==> config.mk <==
export PLATFORM = sky130hd
export DESIGN_NAME = instruction_fetch_unit
export DESIGN_NICKNAME = d
export VERILOG_FILES = /design/src/rtl/fetch_pkg.sv /design/src/rtl/pc_next_logic.sv /design/src/rtl/instruction_fetch_unit.sv
export SDC_FILE = /design/constraint.sdc
export NUM_CORES = 1
export LEC_CHECK = 0
export BUFFER_PORTS_ARGS = -buffer_cell sky130_fd_sc_hd__buf_4
export CAP_MARGIN = 15
export CORE_MARGIN = 8
export CORE_UTILIZATION = 49
export CTS_BUF_LIST = sky130_fd_sc_hd__clkbuf_8 sky130_fd_sc_hd__clkbuf_16
export CTS_CLUSTER_DIAMETER = 40
export DETAILED_ROUTE_END_ITERATION = 7
export PLACE_DENSITY_LB_ADDON = 0.08
export SETUP_SLACK_MARGIN = 0.02
export SYNTH_ARGS = -nofsm -noshare
export SYNTH_HDL_FRONTEND = slang
export SYNTH_HIERARCHICAL = 1
export SYNTH_SLANG_ARGS = --single-unit
==> constraint.sdc <==
create_clock -name clk -period 2.8 [get_ports clk]
set_input_delay 0.14 -clock clk [delete_from_list [all_inputs] [get_ports clk]]
set_output_delay 0.14 -clock clk [all_outputs]
set_load 0.03 [all_outputs]
==> src/rtl/fetch_pkg.sv <==
// fetch_pkg: shared state encoding and constants for the instruction fetch unit.
package fetch_pkg;
    typedef enum logic [1:0] {FETCH, WAIT, HOLD, HALT} state_t;
    localparam int unsigned PC_STEP = 4;
    localparam logic [31:0] NOP_INSTR = 32'h0000_0013;
endpackage

==> src/rtl/pc_next_logic.sv <==
// pc_next_logic: next-PC adder/mux (sequential or branch target) with misalignment flag.
module pc_next_logic
    import fetch_pkg::*;
#(
    parameter int XLEN = 64
) (
    input  logic [XLEN-1:0] pc,
    input  logic            taken,
    input  logic [XLEN-1:0] imm,
    output logic [XLEN-1:0] next_pc,
    output logic            misaligned
);
    // Addition wraps modulo 2^XLEN by width truncation.
    assign next_pc    = pc + (taken ? imm : XLEN'(PC_STEP));
    assign misaligned = |next_pc[1:0];
endmodule

==> src/rtl/instruction_fetch_unit.sv <==
// instruction_fetch_unit: owns the PC, fetches words over ready/valid memory and
// hands them to decode; a misaligned next-PC halts fetching until reset.
module instruction_fetch_unit
    import fetch_pkg::*;
#(
    parameter int              XLEN      = 64,
    parameter logic [XLEN-1:0] RESET_PC  = '0,
    parameter logic [31:0]     NOP_INSTR = fetch_pkg::NOP_INSTR
) (
    input  logic            clk,
    input  logic            rst_n,
    output logic            imem_req,
    output logic [XLEN-1:0] imem_addr,
    input  logic            imem_ready,
    input  logic            imem_rvalid,
    input  logic [31:0]     imem_rdata,
    output logic [31:0]     instr,
    output logic [XLEN-1:0] instr_pc,
    output logic            instr_valid,
    input  logic            instr_ready,
    input  logic            branch_taken,
    input  logic [XLEN-1:0] branch_imm,
    output logic            fetch_fault
);
    state_t          state;
    logic [XLEN-1:0] pc;
    logic [XLEN-1:0] next_pc;
    logic            misaligned;

    pc_next_logic #(.XLEN(XLEN)) u_pc_next (
        .pc        (instr_pc),
        .taken     (branch_taken),
        .imm       (branch_imm),
        .next_pc   (next_pc),
        .misaligned(misaligned)
    );

    assign imem_addr = pc;

    always_ff @(posedge clk or negedge rst_n) begin
        if (!rst_n) begin
            state       <= FETCH;
            pc          <= RESET_PC;
            imem_req    <= 1'b0;
            instr       <= NOP_INSTR;
            instr_pc    <= RESET_PC;
            instr_valid <= 1'b0;
            fetch_fault <= 1'b0;
        end else begin
            case (state)
                FETCH: begin
                    if (imem_req && imem_ready) begin
                        imem_req <= 1'b0;
                        state    <= WAIT;
                    end else begin
                        imem_req <= 1'b1;
                    end
                end
                WAIT: begin
                    if (imem_rvalid) begin
                        instr       <= imem_rdata;
                        instr_pc    <= pc;
                        instr_valid <= 1'b1;
                        state       <= HOLD;
                    end
                end
                HOLD: begin
                    if (instr_ready) begin
                        instr_valid <= 1'b0;
                        instr       <= NOP_INSTR;
                        if (misaligned) begin
                            fetch_fault <= 1'b1;
                            state       <= HALT;
                        end else begin
                            // Raise the request immediately so back-to-back fetches take 3 cycles.
                            pc       <= next_pc;
                            imem_req <= 1'b1;
                            state    <= FETCH;
                        end
                    end
                end
                HALT: begin
                    imem_req <= 1'b0;
                end
            endcase
        end
    end
endmodule

* After elaboration in Yosys (flattened, before gate mapping) *
Index checks and enable logic that the tools add are counted.

storage, ports and cells
  bits in latches = 0
  memories = 0
  bits in read-only memories = 0
  output and inout port bits = 163
  word-level logic and storage cells = 44
  input port bits = 102
  memory bits (writable) = 0
  bits in registers = 165

operators by class
  multipliers = 0
  mux-type cells = 16
  $lt $le $gt $ge = 0
  shift-type cells = 0
  reduce and logical (&&, ||, !) cells = 12
  div/mod/pow operators = 0
  bitwise gates (word level) = 1
  eq/ne operators = 7
  add/sub/neg operators = 1

operators with widths
  cell                number
  $add 64x64->64      1
  $mux 32             2
  $mux 64             1
  $pmux 32 s2         1
  $reduce_and 3->1    4
  $mux 2              4
  $ne 2x2->1 const B  4
  $pmux 2 s3          1
  $reduce_bool 3->1   2
  $mux 1              5
  $eq 2x2->1 const B  2
  $reduce_and 4->1    1
  $pmux 1 s3          1
  $eq 2x1->1 const B  1
  $logic_not 2->1     1
  $pmux 1 s2          1
  $reduce_and 2->1    1
  $reduce_bool 2->1   1
  $reduce_or 2->1     1
  $logic_and 1x1->1   1
  $not 1->1           1

* Logic depth before layout (Yosys ltp) *
  depth after elaboration = 6
  mapped depth = 16
  gate-level depth less buffers = 15

* By module *
Netlist, hierarchy kept.

by module, submodules not included
  module                  sequential area each (um2)  times used  cells each  area an instance (um2)
  instruction_fetch_unit  4132.7                      1           378         6538.8
  pc_next_logic           0.0                         1           600         4057.6

* Worst setup path before layout *
OpenSTA, ideal clock, no wires.

  path type = reg-to-reg
  start point = reg instr_pc[0]
  end point = reg pc[58], in the netlist imem_addr[58]
  arrival time = 3100 ps
  required time = 2675 ps
  path slack = -426 ps
  buffers on the path = 0
  stages on the path, launching flop included = 15
  period minus slack after synthesis = 3226 ps
  setup time = 125 ps
  cell sequence = dfrtp_1 -> ha_1 -> fa_1 -> a211oi_1 -> o21ai_1 -> nand2_1 -> and2_4 -> o31a_1 -> o31ai_4 -> a31oi_2 -> o21ai_2 -> a21boi_2 -> o21ai_2 -> xnor2_1 -> mux2_4

on the way
  elaborated cells between the ends (all ways) = 4
  classes of those cells = add/sub (1); bitwise (1); reduce/logical (2)

RTL lines
  item                    RTL line                      RTL
  start, declared         instruction_fetch_unit.sv:18  output logic [XLEN-1:0] instr_pc,
  start signal, assigned  instruction_fetch_unit.sv:62  instr_pc <= pc;
  $add 64x64->64          pc_next_logic.sv:14           assign next_pc = pc + (taken ? imm : XLEN'(PC_STEP));
  via next_pc[58]         instruction_fetch_unit.sv:27  logic [XLEN-1:0] next_pc;
  end signal, assigned    instruction_fetch_unit.sv:76  pc <= next_pc;
  end, declared           instruction_fetch_unit.sv:26  logic [XLEN-1:0] pc;

The timed path passes the listed nets, and every way through them passes these cells.
A chain may end at the register's enable or synchronous reset.

* Final worst setup path *
  start point = reg instr_pc[0]
  end point = reg pc[60], in the netlist imem_addr[60]

Same word-level chain as after synthesis.

==> impl_summary.md <==
Run status
The run finished, with violations left. The checks that failed: setup timing.

Finish
The leading cell type in the layout, fill and taps excluded is sky130_fd_sc_hd__buf_4. In the layout the commonest cells are sky130_fd_sc_hd__buf_4 (504), sky130_fd_sc_hd__dfrtp_1 (145), sky130_fd_sc_hd__mux2_2 (69). The count of non-filler cells in the finished layout is 1,799. Fill cells in the final layout number 1,477. Of the cells placed in the final design, the portion with a size suffix greater than 1 is 0.538.

The core occupancy in the finished layout is 0.757. From synthesis to final layout, the design area changed by 54.0%. For this run, the post-layout net count is 1,677. The number of diodes is 0.

Drt
The detailed router's first-iteration violation count is 458. Summed over all layers, the routed wires come to 33,700 um. The average vias per placed instance is 5.41.

The post-detailed-route count of antenna-violating nets is 0. In the final routed layout, each cell accounts on average for 18.8 um. After detailed routing, the number of remaining DRC violations is 0.

The first-pass detailed-route iteration total is 5. The final route contains 9,728 vias.

STA
The number of pins with negative max-slew slack in the final report was 0. The total of endpoints with negative setup slack in the final report is 29. Subtracting the final worst setup slack from the clock period gives 3270 ps. The transition time of the tightest slew-check pin is 637 ps. Static timing analysis puts the maximum clock frequency at 306 MHz. Setup slack on the critical path of the routed design comes to -468 ps.

The total count of hold-check failures in the final report came to 0. Setup repair after global routing could not meet its margin everywhere. Between clock sinks in the finished design, the worst skew comes to 13.8 ps. Of the available clock period, the critical path in the final layout requires 1.17. The normalized max-slew margin is 0.575.

Die
Measured along the y axis, the die boundary spans 163 um. The starting density of the core is 0.492. The site row count is 54.

The floorplan step defined a core boundary enclosing 0.0216 mm2. The die area is 0.0266 mm2. The horizontal die dimension is 163 um. For this design the top-level I/O count stands at 265.

Setup path
In this run the worst setup path begins at instr_pc[0]. The critical path capture point is imem_addr[60]. In this run the critical register-to-register path is captured at imem_addr[60]. The category of the worst setup path capture point is a flop.

The critical path class is flop to flop. For the worst setup path, the data arrival time is 3590 ps. The worst register-to-register path has a setup slack of -470 ps. The source of the worst register-to-register timing path is instr_pc[0]. Along the worst path, the maximum fanout reaches 3. The worst endpoint required time is 3130 ps. For the worst flop-to-flop path, the logic depth is 14.

The element type at the critical path start is a flop.

Global routing
The initial antenna violation count is 0. The global-route wire length before repair is 54,600 um. For this run, the total global-route usage over all layers was measured as 0.253. For this run, global-route usage on met3 was measured as 0.0527. The number of global-route vias before repair came to 10,400. The largest net degree at the start of global routing is 66. The total global routing overflow is 0. The met1 global-route usage is 0.321.

The most crowded layer after global routing is met2. For met2 alone, demand over resource in global routing was 0.425.

Placement
The half-perimeter wire length after placement is 24,800 um. Routability-driven placement finished with a final weighted congestion of 0.900. Timing analysis after detailed placement gives a worst setup slack of -619 ps.

Port buffering added 264 buffers. Counting tap cells, the placed design contains a total of 1,707 instances.

Yosys
The total of warnings raised by yosys is 6. The number of enable flip-flop cells after synthesis is 0. The dominant synthesized flop cell is sky130_fd_sc_hd__dfrtp_1. The number of nets handed over by synthesis was 1,149.

Synthesis handed over a netlist of 978 instances. The cell area that synthesis handed to floorplanning was 0.0106 mm2. The post-synthesis async set-or-reset flop share is 1.00. sky130_fd_sc_hd__dfrtp_1 takes more of the synthesized area than any other cell. After synthesis, the cell types taking the most area are sky130_fd_sc_hd__dfrtp_1 (38%), sky130_fd_sc_hd__mux2_4 (8.5%), sky130_fd_sc_hd__ha_1 (8.0%), sky130_fd_sc_hd__mux2_2 (7.3%), sky130_fd_sc_hd__a21oi_1 (3.9%). The post-synthesis area per instance is 10.8 um2. Of the post-synthesis cell area, the dominant cell type holds 0.383. The post-synthesis cell type count is 70. The share of the Yosys chip area taken by registers is 0.390. Counting flops and latches in the post-synthesis netlist gives 165.

Clock tree
The later pin in the worst-skew pair is clocked with a latency of 440 ps. The buffer depth of the longest clock path is 2. In this run the number of H-tree levels came out at 4.

The CTS sink count is 165. The TritonCTS clock tree is yes. The clock transition time at the flip-flop clock pins of the worst setup and hold paths is 80 ps.

The cell sitting at the root of the clock tree is a sky130_fd_sc_hd__clkbuf_16. TritonCTS created 17 clock buffers.

Power
Summed over all cells, the static leakage comes to 8.28 nW. The worst-case IR drop observed on VDD is 677 uV. Dividing total power by cell area gives a power density of 1180 mW/mm2.

Hold path
The worst hold path belongs to the class primary input to flop. The beginning of the worst hold path is imem_rvalid.

Job
The tool flagged a number of max-cap violations equal to 0.
[cell families after synthesis]
logic type	after synthesis	synth area share
flip-flops	165	0.390
AND/OR/NAND/NOR	240	0.122
XOR/XNOR	63	0.0521
adder cells (fa/ha/maj)	69	0.0822
multiplexers	130	0.159
buffers and inverters	62	0.0359
AO/OA/AOI/OAI	249	0.159
[routing by layer]
metal,routed length (um),up-vias
met3,2040,55
met2,16500,341
met1,14500,4719
met5,0,-
met4,758,0
li1,-,4613
[Yosys cell counts (12+ instances only)]
cell / n
sky130_fd_sc_hd__clkbuf_1: 28
sky130_fd_sc_hd__nand2_1: 53
sky130_fd_sc_hd__xor2_1: 22
sky130_fd_sc_hd__and2_1: 63
sky130_fd_sc_hd__a21oi_1: 83
sky130_fd_sc_hd__nor2b_1: 12
sky130_fd_sc_hd__nand4_1: 22
sky130_fd_sc_hd__a22o_1: 29
sky130_fd_sc_hd__a21o_1: 28
sky130_fd_sc_hd__inv_1: 13
sky130_fd_sc_hd__o21ai_0: 32
sky130_fd_sc_hd__mux2_4: 60
sky130_fd_sc_hd__dfrtp_1: 162
sky130_fd_sc_hd__ha_1: 68
sky130_fd_sc_hd__nor2_1: 37
sky130_fd_sc_hd__mux2_2: 69
sky130_fd_sc_hd__xnor2_1: 41
[stage by stage]
| step | instance area, um2 | setup TNS [ps] | hold slack [ps] | power [mW] |
|---|---|---|---|---|
| final | 16300 | -5740 | 200 | 19.2 |
| after CTS | 16000 | -5110 | 181 | 19.0 |
| after floorplan | 10900 | -919 | -156 | 11.4 |
| after global routing | 16300 | -9640 | 224 | 20.3 |
| after detailed placement | 14700 | -10720 | 196 | 16.1 |
| after global placement | 14700 | -8940 | 182 | 15.9 |
[registers in the layout, summed over array words and instances, names as in the netlist]
register,count
fetch_fault,1
imem_addr,64
imem_req,1
instr,32
instr_pc,64
instr_valid,1
state,2
[final cells by class]
class | count | area (um2) | area share
Clock buffer | 17 | 425 | 0.0261
Clock inverter | 15 | 175 | 0.0107
Inverter | 13 | 48.8 | 0.00299
Multi-Input combinational cell | 751 | 6790 | 0.416
Sequential cell | 165 | 4150 | 0.255
Tap cell | 280 | 350 | 0.0215
Timing Repair Buffer | 558 | 4380 | 0.268
[worst min-delay path by stage]
| stage | end | slack, ps | depth (start not counted) |
|---|---|---|---|
| 2_1_floorplan | fetch_fault | -160 | 0 |
| 3_3_place_gp | imem_addr[28] | 180 | 1 |
| 3_5_place_dp | instr_pc[28] | 200 | 1 |
| 4_1_cts | imem_req | 180 | 4 |
| 5_1_grt | imem_req | 220 | 4 |
| 6_report | state[1] | 200 | 4 |
[power breakdown]
group / switching [mW] / internal, mW / leakage [nW] / total, mW
logic: 6.28 / 5.95 / 5.90 / 12.2
registers: 1.01 / 3.55 / 2.09 / 4.56
clock network: 1.23 / 1.22 / 0.292 / 2.45
[repair_timing]
item / CTS / global route
pin swaps: 34 / 34
buffers inserted: 18 / 19
hold buffers: 34 / 0
setup endpoints to repair: 33 / 38
resized for setup: 56 / 41
hold endpoints to repair: 94 / 0
[worst max-delay path, stage by stage, from the launching register on]
cell and delay, ps:
sky130_fd_sc_hd__dfrtp_2 430, sky130_fd_sc_hd__ha_4 170, sky130_fd_sc_hd__fa_2 380, sky130_fd_sc_hd__a211oi_4 280, sky130_fd_sc_hd__o21ai_2 100, sky130_fd_sc_hd__nand2_2 130, sky130_fd_sc_hd__a211oi_4 80, sky130_fd_sc_hd__o21ai_2 210
sky130_fd_sc_hd__a21o_1 200, sky130_fd_sc_hd__o221a_1 230, sky130_fd_sc_hd__nor4b_4 280, sky130_fd_sc_hd__o41ai_2 100, sky130_fd_sc_hd__a21oi_1 210, sky130_fd_sc_hd__xnor2_1 80, sky130_fd_sc_hd__mux2_4 260
(Power assumes the default switching activity.)
